[src/rtl/uart_tx_arbiter.sv]
// Two-requester round-robin arbiter that forwards whole packets, one byte at a time,
// to a UART transmitter, releasing the grant on packet end or requester stall timeout.
module uart_tx_arbiter #(
  parameter int unsigned TIMEOUT_CYCLES = 1000
) (
  input  logic       clk,
  input  logic       rst,
  input  logic       en,
  input  logic       req0_valid,
  input  logic [7:0] req0_data,
  input  logic       req0_last,
  output logic       req0_ready,
  input  logic       req1_valid,
  input  logic [7:0] req1_data,
  input  logic       req1_last,
  output logic       req1_ready,
  input  logic       tx_busy,
  output logic [7:0] tx_data,
  output logic       tx_start,
  output logic [1:0] gnt,
  output logic       pkt_done,
  output logic       timeout_err
);

  localparam int unsigned CNT_W = (TIMEOUT_CYCLES > 1) ? $clog2(TIMEOUT_CYCLES) : 1;
  localparam logic [CNT_W-1:0] CNT_MAX = CNT_W'(TIMEOUT_CYCLES - 1);

  typedef enum logic [1:0] {
    IDLE    = 2'd0,
    SEND    = 2'd1,
    HOLD    = 2'd2,
    WAIT_TX = 2'd3
  } state_t;

  state_t           state, state_nxt;
  logic             ptr, ptr_nxt;
  logic             last_q, last_nxt;
  logic [CNT_W-1:0] cnt, cnt_nxt;
  logic [7:0]       tx_data_nxt;
  logic             tx_start_nxt;
  logic             req0_ready_nxt;
  logic             req1_ready_nxt;
  logic [1:0]       gnt_nxt;
  logic             pkt_done_nxt;
  logic             timeout_err_nxt;

  // Granted requester's payload; only meaningful while gnt is non-zero.
  logic       g_valid;
  logic [7:0] g_data;
  logic       g_last;

  assign g_valid = gnt[1] ? req1_valid : req0_valid;
  assign g_data  = gnt[1] ? req1_data  : req0_data;
  assign g_last  = gnt[1] ? req1_last  : req0_last;

  always_ff @(posedge clk or negedge rst) begin
    if (!rst) begin
      state       <= IDLE;
      ptr         <= 1'b0;
      last_q      <= 1'b0;
      cnt         <= '0;
      tx_data     <= 8'h00;
      tx_start    <= 1'b0;
      req0_ready  <= 1'b0;
      req1_ready  <= 1'b0;
      gnt         <= 2'b00;
      pkt_done    <= 1'b0;
      timeout_err <= 1'b0;
    end else begin
      state       <= state_nxt;
      ptr         <= ptr_nxt;
      last_q      <= last_nxt;
      cnt         <= cnt_nxt;
      tx_data     <= tx_data_nxt;
      tx_start    <= tx_start_nxt;
      req0_ready  <= req0_ready_nxt;
      req1_ready  <= req1_ready_nxt;
      gnt         <= gnt_nxt;
      pkt_done    <= pkt_done_nxt;
      timeout_err <= timeout_err_nxt;
    end
  end

  always_comb begin
    state_nxt       = state;
    ptr_nxt         = ptr;
    last_nxt        = last_q;
    cnt_nxt         = cnt;
    tx_data_nxt     = tx_data;
    tx_start_nxt    = 1'b0;
    req0_ready_nxt  = 1'b0;
    req1_ready_nxt  = 1'b0;
    gnt_nxt         = gnt;
    pkt_done_nxt    = 1'b0;
    timeout_err_nxt = 1'b0;

    case (state)
      IDLE: begin
        cnt_nxt = '0;
        if (en && (req0_valid || req1_valid)) begin
          // On contention the pointer picks; ptr=0 favours requester 0.
          if (req0_valid && (!req1_valid || !ptr)) gnt_nxt = 2'b01;
          else                                     gnt_nxt = 2'b10;
          state_nxt = SEND;
        end else begin
          gnt_nxt = 2'b00;
        end
      end
      SEND: begin
        if (g_valid) begin
          tx_data_nxt    = g_data;
          tx_start_nxt   = 1'b1;
          req0_ready_nxt = gnt[0];
          req1_ready_nxt = gnt[1];
          last_nxt       = g_last;
          cnt_nxt        = '0;
          state_nxt      = HOLD;
        end else if (cnt == CNT_MAX) begin
          timeout_err_nxt = 1'b1;
          gnt_nxt         = 2'b00;
          ptr_nxt         = ~ptr;
          cnt_nxt         = '0;
          state_nxt       = IDLE;
        end else begin
          cnt_nxt = cnt + CNT_W'(1);
        end
      end
      HOLD: begin
        // Transmitter may not have raised busy yet; skip one cycle before sampling it.
        state_nxt = WAIT_TX;
      end
      WAIT_TX: begin
        if (!tx_busy) begin
          if (last_q) begin
            pkt_done_nxt = 1'b1;
            gnt_nxt      = 2'b00;
            ptr_nxt      = ~ptr;
            state_nxt    = IDLE;
          end else begin
            state_nxt = SEND;
          end
        end
      end
      default: state_nxt = IDLE;
    endcase
  end

endmodule

[config.mk]
export PLATFORM = sky130hd
export DESIGN_NAME = uart_tx_arbiter
export DESIGN_NICKNAME = d
export VERILOG_FILES = /design/src/rtl/uart_tx_arbiter.sv
export SDC_FILE = /design/constraint.sdc
export NUM_CORES = 1
export LEC_CHECK = 0
export CAP_MARGIN = 20
export CORE_MARGIN = 4
export CORE_UTILIZATION = 48
export DETAILED_ROUTE_END_ITERATION = 8
export GPL_ROUTABILITY_DRIVEN = 0
export HOLD_SLACK_MARGIN = 0.06
export PLACE_DENSITY = 0.79
export SLEW_MARGIN = 20
export SYNTH_ARGS = -nofsm -noshare
export SYNTH_HDL_FRONTEND = slang
export SYNTH_SLANG_ARGS = --single-unit
[constraint.sdc]
create_clock -name clk -period 2.2 [get_ports clk]
set_clock_uncertainty 0.15 [all_clocks]
set_input_delay 0.44 -clock clk [delete_from_list [all_inputs] [get_ports clk]]
set_output_delay 0.44 -clock clk [all_outputs]
set_load 0.02 [all_outputs]
==> impl_metrics.toml <==
[floorplan]
row_count = 19
start_util_pct = 51.7
die_h_um = 63.2
io-pin-count = 39
die-area_um2 = 3990
die_x_um = 63.2
fp.coreArea_um2 = 2830

[timing]
fin_tns_setup_ps = 0
maxSlewHeadroom_pct = 62.8
hold_viol = 0
period_needed_ps = 1960
finalSetupViolCount = 0
rsz0062_at_grt = "false"
fmax_mhz = 510
tightestPinTransition_ps = 556
fin_crit_sh_pct = 89.1
timing.final.max_slew_violations = 0

[detailed_routing]
drc = 0
wl_mm = 3.40
viasPerCell = 5.62
drtIter0Drc = 81
wire_per_inst_um = 15.0
vias = 1276
dr.pass1.iters = 4
antenna_left = 0

[power_and_ir_drop]
swShare_pct = 38.6
power_frac_comb_pct = 48.1
p_leak_uw = 0.000902
ir_worst_vdd_v = 0.000592
clkPwrFrac_pct = 16.8
pwr-share-seq_pct = 35.2
internal-power_uw = 1360
p_switching_uw = 854
powerDensity_nw_per_um2 = 1100

[global_routing]
antenna_found_initial = 0
first_global_vias = 1333
grt_use_total_pct = 19.0
grt_pass1_wl_mm = 5.93
grt-ovfl-total = 0
grt_max_degree = 30

[synth]
ys_seq_area_share_pct = 49.6
async_flop_share_pct = 100
synth_simple_gate_area_share_pct = 16.9
synthAdderAreaFrac_pct = 4.28
ys_seq_elements = 29
synth_area_leaders = "dfrtp_1 50%, mux2i_1 6.8%, nand2_1 4.9%, o21ai_0 4.4%, ha_1 4.3%"
synth.top_cell.area_share_pct = 49.6
yosysTopAreaCell = "dfrtp_1"
avgSynthCellArea_um2 = 10.2
syn_inst = 143
syn_nets = 172
syn_area_um2 = 1460
synth_enable_flop_cells = 0
synth_xor_area_share_pct = 1.20
synth_compound_area_share_pct = 17.5
synth_warnings = 0
muxShareOfSynthArea_pct = 7.87
ys_types = 45
synth_top_family_by_area = "compound AO/OA/AOI/OAI gates"
ys.flop_type = "dfrtp_1"

[layout]
ff_latch_area_um2 = 726
final_util_pct = 71.3
fillers = 226
antenna_cells = 0
drive_above_1_share_pct = 12.2
final_cell_mix = "37 x clkdlybuf4s50_1, 29 x dfrtp_1, 19 x nand2_1"
final_common_cell = "clkdlybuf4s50_1"
nets = 224
syn_to_final_growth_pct = 37.8
multi_input_area_um2 = 697

[clocking]
hold_buffers = 0
h-tree-depth = 2
clock_latency_ps = 330
cts_buffer_depth = 2
cts_setup_buffers = 0
clk_pin_slew_worst_paths_ps = 90
numCtsBuffers = 5
cts_sinks = 29
tritoncts = "built"
clockRootBuffer = "clkbuf_4"

[worst_hold_path]
hold_path.class = "in2async"

[run_status]
run_status = "finished, final reports clean"

[worst_setup_path]
critPathRequiredTime_ps = 2320
critical_path_class = "in2reg"
crit_fanout = 9
critPathCaptureType = "flop"
cp_cell_sequence = "clkdlybuf4s50_1 > mux2_4 > or2_1 > buf_4 > nor4_1 > a221o_1"
worst_ep_arrival_time_ps = 2080
critPathMaxStageDelay_ps = 420
cp_slowest_cell = "clkdlybuf4s50_1"
critPathLaunchType = "input port"

[placement]
portBuffers = 38
hpwl_mm = 2.60

[job]
maxCapViolCount = 0
-- cell families (layout without fill, tap and decap cells) --
group / Yosys count / after routing
multiplexers: 11 / 11
AND/OR/NAND/NOR: 49 / 49
AO/OA/AOI/OAI: 37 / 37
adder cells (fa/ha/maj): 5 / 5
buffers and inverters: 10 / 63
flip-flops: 29 / 29
XOR/XNOR: 2 / 2
-- flip-flops by register name, summed over array words and instances (netlist names), named ones only --
name         flops
cnt             10
tx_data          8
gnt              2
last_q           1
pkt_done         1
ptr              1
req0_ready       1
req1_ready       1
state            1
timeout_err      1
tx_start         1
-- per-layer routing --
layer	GRT usage, %	wire [um]	vias up
met5	0	0	-
met4	8.36	67	0
met3	5.15	154	6
met2	32.0	1710	29
met1	22.6	1470	611
li1	-	-	630
-- worst max-delay path: cells and delay by family --
family                 cells  cell delay (ps)
buffers and inverters      2              610
and+or+nand+nor            2              570
muxes                      1              280
AOI/OAI and AO/OA          1              160
-- cells in the mapped netlist, types with 2 or more instances --
cell type	instances
o211ai_1	2
buf_2	2
nor2_1	7
mux2i_1	10
o21ai_0	13
inv_1	6
nand2_1	19
a21oi_1	2
a221o_1	2
or2_2	2
or3_1	2
a21o_1	2
o31ai_1	2
ha_1	5
dfrtp_1	29
a22o_1	2
a22oi_1	2
nand3_1	3
nor4_1	3
and3_1	3
-- power by group through the flow --
| stage | Sequential, uW | Clock [uW] | Combinational, uW |
|---|---|---|---|
| 3_3_place_gp | 781 | 0 | 1030 |
| 2_1_floorplan | 895 | 0 | 509 |
| 5_1_grt | 802 | 407 | 1180 |
| 6_report | 779 | 371 | 1060 |
| 4_1_cts | 779 | 381 | 1070 |
| 3_5_place_dp | 790 | 0 | 1070 |
-- area by class of cell --
type	count	area share, %
clock inverters	1	0.248
clock buffers	7	3.23
flip-flops and latches	29	36.0
multi-input cells	104	34.6
well taps	31	1.92
inverters	6	1.12
repair buffers	49	22.9
-- what timing repair did --
action / 4_1_cts / 5_1_grt
hold endpoints to repair: 0 / 0
setup endpoints to repair: 1 / 0
gates resized for setup: 1 / 0
-- worst paths after layout --
check | slack (ps) | end | start | cells past startpoint
worst max-delay path | 240 | cnt[8] | req0_valid | 6
worst min-delay path | 330 | state[0] | rst | 2
worst max register to register | 280 | cnt[8] | flop | 8
worst min register to register | 340 | tx_data[1] | tx_data[1] | 2
max in group asynchronous | 1300 | tx_data[5] | rst | 2
min in group clk | 340 | tx_data[1] | tx_data[1] | 2
-- through the flow --
| stage | hold slack (ps) | power [uW] | area, um^2 | cells | setup WS [ps] |
|---|---|---|---|---|---|
| 2_1_floorplan | -5.59 | 1400 | 1460 | 143 | 309 |
| 3_3_place_gp | 312 | 1810 | 1950 | 219 | -14.3 |
| 3_5_place_dp | 320 | 1860 | 1950 | 219 | -98.6 |
| 4_1_cts | 322 | 2230 | 2020 | 227 | 259 |
| 5_1_grt | 357 | 2390 | 2020 | 227 | 134 |
| 6_report | 330 | 2210 | 2020 | 227 | 239 |
Note: power is estimated with default switching activity, not from simulation.
